--- src/rtl/fir_sched_pkg.sv ---
// Shared types and widths for the FIR sample scheduler.
package fir_sched_pkg;

    localparam int SAMPLE_W = 16;

    typedef enum logic [1:0] {
        IDLE,
        ISSUE,
        WAIT
    } sched_state_t;

endpackage

--- src/rtl/sample_fifo.sv ---
// Small synchronous FIFO buffering upstream samples ahead of the sample tick.
module sample_fifo #(
    parameter int WIDTH = 16,
    parameter int DEPTH = 4
) (
    input  logic             clk,
    input  logic             reset,
    input  logic             push,
    input  logic             pop,
    input  logic [WIDTH-1:0] data,
    output logic [WIDTH-1:0] head,
    output logic             full,
    output logic             empty
);

    localparam int AW = (DEPTH > 1) ? $clog2(DEPTH) : 1;

    logic [WIDTH-1:0] mem [DEPTH];
    logic [AW-1:0]    wr_ptr;
    logic [AW-1:0]    rd_ptr;
    logic [AW:0]      count;
    logic             do_push;
    logic             do_pop;

    // A full FIFO refuses a push even when a pop frees a slot in the same cycle.
    assign do_push = push && !full;
    assign do_pop  = pop && !empty;
    assign full    = (count == (AW + 1)'(DEPTH));
    assign empty   = (count == '0);
    assign head    = mem[rd_ptr];

    always_ff @(posedge clk) begin
        if (do_push) begin
            mem[wr_ptr] <= data;
        end
    end

    always_ff @(posedge clk) begin
        if (reset) begin
            wr_ptr <= '0;
            rd_ptr <= '0;
            count  <= '0;
        end else begin
            if (do_push) begin
                wr_ptr <= wr_ptr + 1'b1;
            end
            if (do_pop) begin
                rd_ptr <= rd_ptr + 1'b1;
            end
            count <= count + {{AW{1'b0}}, do_push} - {{AW{1'b0}}, do_pop};
        end
    end

endmodule

--- src/rtl/fir_sample_sched.sv ---
// Paces buffered samples into the FIR once per sample tick, waits for the
// filter result under a watchdog and presents it on a valid/ready port.
//
// state | meaning
// IDLE  | waiting for a sample tick
// ISSUE | fir_x_valid high for one cycle, watchdog armed
// WAIT  | waiting for fir_y_valid or watchdog expiry
module fir_sample_sched
    import fir_sched_pkg::*;
#(
    parameter int TICK_DIV   = 3000,
    parameter int TIMEOUT    = 64,
    parameter int FIFO_DEPTH = 4
) (
    input  logic                       clk,
    input  logic                       reset,
    input  logic                       en,
    input  logic signed [SAMPLE_W-1:0] s_data,
    input  logic                       s_valid,
    output logic                       s_ready,
    output logic signed [SAMPLE_W-1:0] fir_x,
    output logic                       fir_x_valid,
    input  logic signed [SAMPLE_W-1:0] fir_y,
    input  logic                       fir_y_valid,
    output logic signed [SAMPLE_W-1:0] m_data,
    output logic                       m_valid,
    input  logic                       m_ready,
    output logic                       tick,
    output logic                       err_underrun,
    output logic                       err_overrun,
    output logic                       err_timeout,
    input  logic                       clr_err
);

    localparam int TW = $clog2(TICK_DIV);
    localparam int WW = (TIMEOUT > 1) ? $clog2(TIMEOUT) : 1;
    localparam logic [TW-1:0] TICK_LOAD = TW'(TICK_DIV - 1);
    localparam logic [WW-1:0] WD_LOAD   = WW'(TIMEOUT - 1);

    // A tick can only ever land in IDLE if the whole transaction fits between ticks.
    generate
        if (TICK_DIV < 4 || TIMEOUT < 1 || TIMEOUT >= TICK_DIV - 2 ||
            FIFO_DEPTH < 2 || (FIFO_DEPTH & (FIFO_DEPTH - 1)) != 0) begin : g_param_check
            $error("fir_sample_sched: illegal TICK_DIV/TIMEOUT/FIFO_DEPTH combination");
        end
    endgenerate

    sched_state_t        state;
    logic [TW-1:0]       tick_cnt;
    logic [WW-1:0]       wd;
    logic [SAMPLE_W-1:0] fifo_head;
    logic                fifo_full;
    logic                fifo_empty;
    logic                fifo_pop;

    assign tick     = (tick_cnt == '0);
    assign s_ready  = !fifo_full;
    assign fifo_pop = (state == IDLE) && tick && !fifo_empty;

    sample_fifo #(
        .WIDTH (SAMPLE_W),
        .DEPTH (FIFO_DEPTH)
    ) u_fifo (
        .clk   (clk),
        .reset (reset),
        .push  (s_valid),
        .pop   (fifo_pop),
        .data  (s_data),
        .head  (fifo_head),
        .full  (fifo_full),
        .empty (fifo_empty)
    );

    // Down-counter to terminal count; dropping en re-arms a full sample period.
    always_ff @(posedge clk) begin
        if (reset || !en || tick_cnt == '0) begin
            tick_cnt <= TICK_LOAD;
        end else begin
            tick_cnt <= tick_cnt - 1'b1;
        end
    end

    always_ff @(posedge clk) begin
        if (reset) begin
            state        <= IDLE;
            wd           <= '0;
            fir_x        <= '0;
            fir_x_valid  <= 1'b0;
            m_data       <= '0;
            m_valid      <= 1'b0;
            err_underrun <= 1'b0;
            err_overrun  <= 1'b0;
            err_timeout  <= 1'b0;
        end else begin
            // Clear first so an error event later in this cycle wins.
            if (clr_err) begin
                err_underrun <= 1'b0;
                err_overrun  <= 1'b0;
                err_timeout  <= 1'b0;
            end
            if (m_valid && m_ready) begin
                m_valid <= 1'b0;
            end
            fir_x_valid <= 1'b0;

            case (state)
                IDLE: begin
                    if (tick) begin
                        state       <= ISSUE;
                        fir_x_valid <= 1'b1;
                        if (fifo_empty) begin
                            fir_x        <= '0;
                            err_underrun <= 1'b1;
                        end else begin
                            fir_x <= fifo_head;
                        end
                    end
                end
                ISSUE: begin
                    wd    <= WD_LOAD;
                    state <= WAIT;
                end
                WAIT: begin
                    if (fir_y_valid) begin
                        m_data  <= fir_y;
                        m_valid <= 1'b1;
                        if (m_valid && !m_ready) begin
                            err_overrun <= 1'b1;
                        end
                        state <= IDLE;
                    end else if (wd == '0) begin
                        err_timeout <= 1'b1;
                        state       <= IDLE;
                    end else begin
                        wd <= wd - 1'b1;
                    end
                end
                default: state <= IDLE;
            endcase
        end
    end

endmodule

--- config.mk ---
export PLATFORM = sky130hd
export DESIGN_NAME = fir_sample_sched
export DESIGN_NICKNAME = d
export VERILOG_FILES = /design/src/rtl/fir_sched_pkg.sv /design/src/rtl/sample_fifo.sv /design/src/rtl/fir_sample_sched.sv
export SDC_FILE = /design/constraint.sdc
export NUM_CORES = 1
export LEC_CHECK = 0
export ABC_AREA = 1
export CAP_MARGIN = 20
export CORE_ASPECT_RATIO = 0.8
export CORE_MARGIN = 2
export CORE_UTILIZATION = 54
export DETAILED_ROUTE_END_ITERATION = 10
export PLACE_DENSITY = 0.87
export SLEW_MARGIN = 25
export SYNTH_ARGS = -nofsm -noshare
export SYNTH_HDL_FRONTEND = slang
export SYNTH_SLANG_ARGS = --single-unit
--- constraint.sdc ---
create_clock -name clk -period 3 [get_ports clk]
set_input_delay 0.45 -clock clk [delete_from_list [all_inputs] [get_ports clk]]
set_output_delay 0.45 -clock clk [all_outputs]
set_load 0.01 [all_outputs]
Yosys cells after proc, flatten, opt, wreduce, memory -nomap -nowiden
Memories as Yosys holds them, arrays and structs flattened. A register that Yosys moved wholly into a read port is not among the register bits.
Cells that the tools add are included.
Widths: inputs -> output; s select.
{ "totals": {"register_bits": 64, "ramBits": 64, "input_bits": 39, "out_inout_bits": 39, "elab_cells": 78, "mem_count": 1} }
{ "mem_list": {"columns": ["memory", "depth", "word_bits", "rd", "rd_ports_with_merged_regs", "write_ports", "line_no", "source"], "rows": [
  ["u_fifo.mem", 4, 16, 1, 1, 1, "sample_fifo.sv:18", "logic [WIDTH-1:0] mem [DEPTH];"]
]} }
{ "classes": {"addsub": 6, "eq_ne": 7, "mux": 28, "bitwise": 1, "reduce_logical": 22} }
{ "op_table": {"columns": ["op", "n"], "rows": [
  ["$mux 1", 18],
  ["$mux 16", 1],
  ["$logic_not 12->1", 1],
  ["$mux 6", 2],
  ["$pmux 6 s2", 1],
  ["$sub 12x1->12 const B", 1],
  ["$mux 2", 5],
  ["$logic_and 1x1->1", 6],
  ["$logic_not 6->1", 1],
  ["$ne 2x2->1 const B", 3],
  ["$pmux 2 s3", 1],
  ["$reduce_and 2->1", 3],
  ["$sub 6x1->6 const B", 1],
  ["$add 2x1->2 const B", 2],
  ["$logic_not 1->1", 4],
  ["$add 3x1->3", 1],
  ["$eq 3x3->1 const B", 1],
  ["$logic_not 3->1", 1],
  ["$ne 3x3->1 const B", 1],
  ["$reduce_and 3->1", 1],
  ["$sub 3x1->3", 1],
  ["$eq 2x1->1 const B", 1],
  ["$eq 2x2->1 const B", 1],
  ["$logic_not 2->1", 1],
  ["other kinds (4)", 5]
]} }

Logic depth before layout (Yosys ltp)
{ "depth": {"word_depth": 6, "depth_mapped": 16, "depth_no_buf": 16} }

Modules after synthesis
Synthesis repeated with hierarchy kept, for this count alone.
{ "hier_totals": {"cells_unflattened": 570, "hier_area_um2": 5420.2} }
{ "by_module_without_submodules": {"columns": ["mod", "n_inst", "cells_each", "area_per_inst_um2", "seq_area_each_um2"], "rows": [
  ["sample_fifo", 1, 223, 2840.2, 2102.0],
  ["fir_sample_sched", 1, 347, 2580.0, 1141.1]
]} }

Worst setup path after synthesis
OpenSTA, ideal clock, no wires.
{ "synth_timing": {"path_kind": "register -> register", "startpoint": "reg tick_cnt[0]", "endpoint": "reg u_fifo.count[2]", "setup_ns": 0.070, "t_arrival_ns": 2.031, "required_time_ns": 2.930, "path_slack_ns": 0.899, "path_stages_with_launch": 17, "path_buffers": 0, "period_less_slack_ns": 2.101, "path_cell_list": "dfxtp_1 inv_1 ha_1 nand3_1 nor2_1 nand2_1 nor2_1 nand2_1 inv_1 ha_1 inv_1 ha_1 inv_1 fa_1 inv_1 o21ai_0 a21oi_1"} }
{ "synth_between": {"elab_chain_cells": 5} }
{ "synth_lines": {"columns": ["element", "line_no", "source"], "rows": [
  ["start, declared", "fir_sample_sched.sv:49", "logic [TW-1:0] tick_cnt;"],
  ["start signal, assigned", "fir_sample_sched.sv:79", "tick_cnt <= tick_cnt - 1'b1;"],
  ["$logic_not 12->1", "fir_sample_sched.sv:56", "assign tick = (tick_cnt == '0);"],
  ["$logic_and 1x1->1 (2 in series)", "fir_sample_sched.sv:58", "assign fifo_pop = (state == IDLE) && tick && !fifo_empty;"],
  ["$logic_and 1x1->1", "sample_fifo.sv:27", "assign do_pop = pop && !empty;"],
  ["net u_fifo.do_pop", "sample_fifo.sv:23", "logic do_pop;"],
  ["$sub 3x1->3", "sample_fifo.sv:50", "count <= count + {{AW{1'b0}}, do_push} - {{AW{1'b0}}, do_pop};"],
  ["end signal, assigned", "sample_fifo.sv:50", null],
  ["end, declared", "sample_fifo.sv:21", "logic [AW:0] count;"]
]} }
The timed path passes the listed nets, and every way through them passes these cells.
A chain may end at the register's enable or synchronous reset.

Worst setup path after layout
{ "layout_timing": {"startpoint": "reg tick_cnt[0]", "endpoint": "out tick"} }
{ "layout_between": {"elab_chain_cells": 1} }
{ "layout_lines": {"columns": ["element", "line_no", "source"], "rows": [
  ["$logic_not 12->1", "fir_sample_sched.sv:56", null],
  ["end, declared", "fir_sample_sched.sv:28", "output logic tick,"]
]} }
Every way passes these cells.

==> impl_results.md <==
* Status: finished clean
* Antenna violations before repair at 0
* Net Sw Frac at 0.226
* # setup viols final at 0
* Die width at 115 microns
* Clk sinks at 130
* Worst path bufs/invs at 3
* Area growth, synth to finish at 27.9%
* Detailed Routing Iterations Pass 1 at 5
* Cells after Synth at 558
* Clk slew on worst S/H paths at 50 ps
* Hold_buf cts at 0
* Tcrit/Tclk final at 0.822
* Worst path max stage delay at 530 ps
* Reg-to-reg startpoint: tick_cnt[0]$_SDFF_PP1_
* Placed Cells at 758
* HPWL after DPL at 7800 microns
* DR vias/cell at 5.27
* Io pins at 78
* Max frequency at 405 MHz
* Crit path max-delay cell type: clkdlybuf4s50_1
* Area contributors post-synth: edfxtp_1 36%, dfxtp_1 25%, nand2_1 7.4%
* RSZ-0062 raised after global routing: false
* Syn_area_per_cell at 9.60 sq um
* Core Rows at 32
* Initial Util at 0.555
* Synth warn at 0
* Sequential share of power at 0.444
* Routed Antenna Nets at 0
* Flops & latches, synth at 130
* GRT Util Overall at 0.245
* Post-synth top cells: 105 x nand2_1, 95 x nor2_1, 66 x dfxtp_1, 64 x edfxtp_1
* Startpoint types: register
* Final Hold Vio Count at 0
* Crit-path cells: inv_1 -> ha_1 -> nand3_1 -> nor2_1 -> nand2_1 -> inv_1 -> clkdlybuf4s50_1
* Clock network fraction of design power at 0.486
* Postcts setup bufs at 0
* Count leader, synth: nand2_1
* Inserted Diodes at 0
* Later-pin clock latency in the skew report at 420 ps
* P_int at 3.44 mW
* Post-CTS sizing at 0
* Static Leakage at 2.55 nW
* Port Buffer Count at 77
* RePlAce Congestion at 0.835
* Top FF cell, synth: dfxtp_1
* H-tree depth at 4
* Comb power frac at 0.070
* Worst setup path category: register to primary output
* Hold WS at 430 ps
* Post-place instance area at 0.00623 sq mm
* CP arrival at 2020 ps
* P_sw at 1.00 mW
* Sequential area share after synthesis at 0.605
* Syn Nets at 608
* Setup TNS at 0 ps
* DRC at 0
* Slew @ Worst Pin at 819 ps
* Critical Path End Type: primary output
* Most numerous cell on the critical path: inv_1
* CTS tree: done
* Max Cap Violations at 0
* Die area at 0.0107 sq mm
* Post-DR wirelength/cell at 15.7 microns
* Overflow left after global routing at 0
* Vias at 4162
* Cell area power density at 649 mW/mm^2
* Hold wc startpoint: tick_cnt[0]$_SDFF_PP1_
* First-pass GRT wire length at 19900 microns
* Slew margin rel. at 0.454
* Largest net degree at the start of global routing at 44
* Number of flops mapped to enable cells by yosys at 64
* Worst setup margin at 534 ps
* Hold Crit Class: register to register
* Post-synth top area share at 0.359
* Clk buf depth at 2
* Max-slew violations at 0
* Die H at 93.1 microns
* Core area at 0.00965 sq mm
* Initial drt markers at 309
* Post-synth top area cell: edfxtp_1
* CP Data Required Time at 2550 ps
* Synth cell types at 32
* Peak supply drop at 0.483 mV
* Post-route cell area at 0.00685 sq mm
* Period minus WS final at 2470 ps
* Crit-path max FO at 4
* Non-filler cells, final at 790
* # nets final at 691
* Share of cells above drive strength 1 at 0.112
* Cell area after synthesis at 0.00536 sq mm
* Ys async rst share at 0
* Delay-heaviest family, CP: buffers and inverters
* CTS buffer count at 17
* CTS root buf: clkbuf_16
* Worst Skew at 7.74 ps
* Vias in the first global route at 4189
* Worst setup startpoint: tick_cnt[0]$_SDFF_PP1_
* Post-place setup slack at 629 ps
* Final wirelength at 12400 microns
==> worst register-to-register path: stages (launching register included) <==
cell and delay, ps:
dfxtp_1 330, inv_1 120, ha_1 210, nand3_1 100, nor2_1 140, nand2_1 100
nor2_1 120, nand2_1 60, inv_1 60, ha_1 220, inv_1 60, ha_1 140
inv_1 50, fa_1 350, inv_1 80, o21ai_0 90, a21oi_1 130
==> stage by stage <==
step | total power, mW | util
2_1_floorplan | 2.18 | -
3_3_place_gp | 2.29 | 0.646
3_5_place_dp | 2.31 | 0.646
4_1_cts | 4.45 | 0.710
5_1_grt | 4.57 | 0.710
6_report | 4.44 | 0.710
==> area by class of cell <==
type	count	area, sq um
Inverter	45	169
Fill cell	670	2800
Sequential cell	130	3240
Tap cell	136	170
Clock buffer	19	433
Multi-Input combinational cell	362	1820
Clock inverter	13	185
Timing Repair Buffer	85	826
==> cells by family (layout without fill, tap and decap cells) <==
family,count (synthesis),after routing,synth area share
compound gates,91,91,0.0930
fa+ha+maj,11,11,0.0271
flops,130,130,0.605
simple gates,257,257,0.215
xor+xnor,3,3,0.00491
buf+inv,66,162,0.0542
==> worst paths after layout <==
path / end / cells after the start / slack (ps)
max: tick / 7 / 530
min: tick_cnt[0]$_SDFF_PP1_ / 1 / 430
min reg2reg: tick_cnt[0]$_SDFF_PP1_ / 1 / 430
max reg2reg: u_fifo.count[2]$_SDFF_PP0_ / 16 / 570
==> power groups by stage <==
stage          logic (mW)  registers [mW]  clock network [mW]
2_1_floorplan       0.179            2.00                   0
3_5_place_dp        0.302            2.01                   0
6_report            0.312            1.97                2.16
3_3_place_gp        0.285            2.00                   0
5_1_grt             0.341            1.98                2.25
4_1_cts             0.311            1.97                2.17
==> registers in the layout, indices dropped and copies added, names as in the netlist, named ones only <==
signal,flops
state,2
u_fifo.mem,64
err_underrun,1
u_fifo.count,3
fir_x,16
err_overrun,1
err_timeout,1
wd,6
m_valid,1
m_data,16
u_fifo.rd_ptr,2
u_fifo.wr_ptr,2
tick_cnt,12
fir_x_valid,1
==> per-layer routing <==
metal	GRT usage	share of wire	vias up
li1	-	-	2008
met1	0.279	0.41	1984
met2	0.425	0.52	138
met3	0.0635	0.053	32
met4	0.122	0.023	0
met5	0	0	-
==> layout by cell type, fill, tap and decap left out, types with 2 or more instances in the layout <==
cell / n
a21oi_1: 37
a21oi_2: 10
buf_4: 8
bufinv_16: 4
clkbuf_1: 2
clkbuf_16: 17
clkdlybuf4s50_1: 76
clkinv_1: 2
clkinv_4: 2
clkinvlp_4: 4
dfxtp_1: 66
edfxtp_1: 64
ha_1: 10
inv_1: 42
inv_2: 2
nand2_1: 105
nand2_2: 3
nand3_1: 25
nand3_2: 10
nand4_1: 4
nor2_1: 95
nor2_4: 5
nor3_1: 4
o21ai_0: 42
or2_2: 3
xor2_1: 2
(Power assumes the default switching activity.)
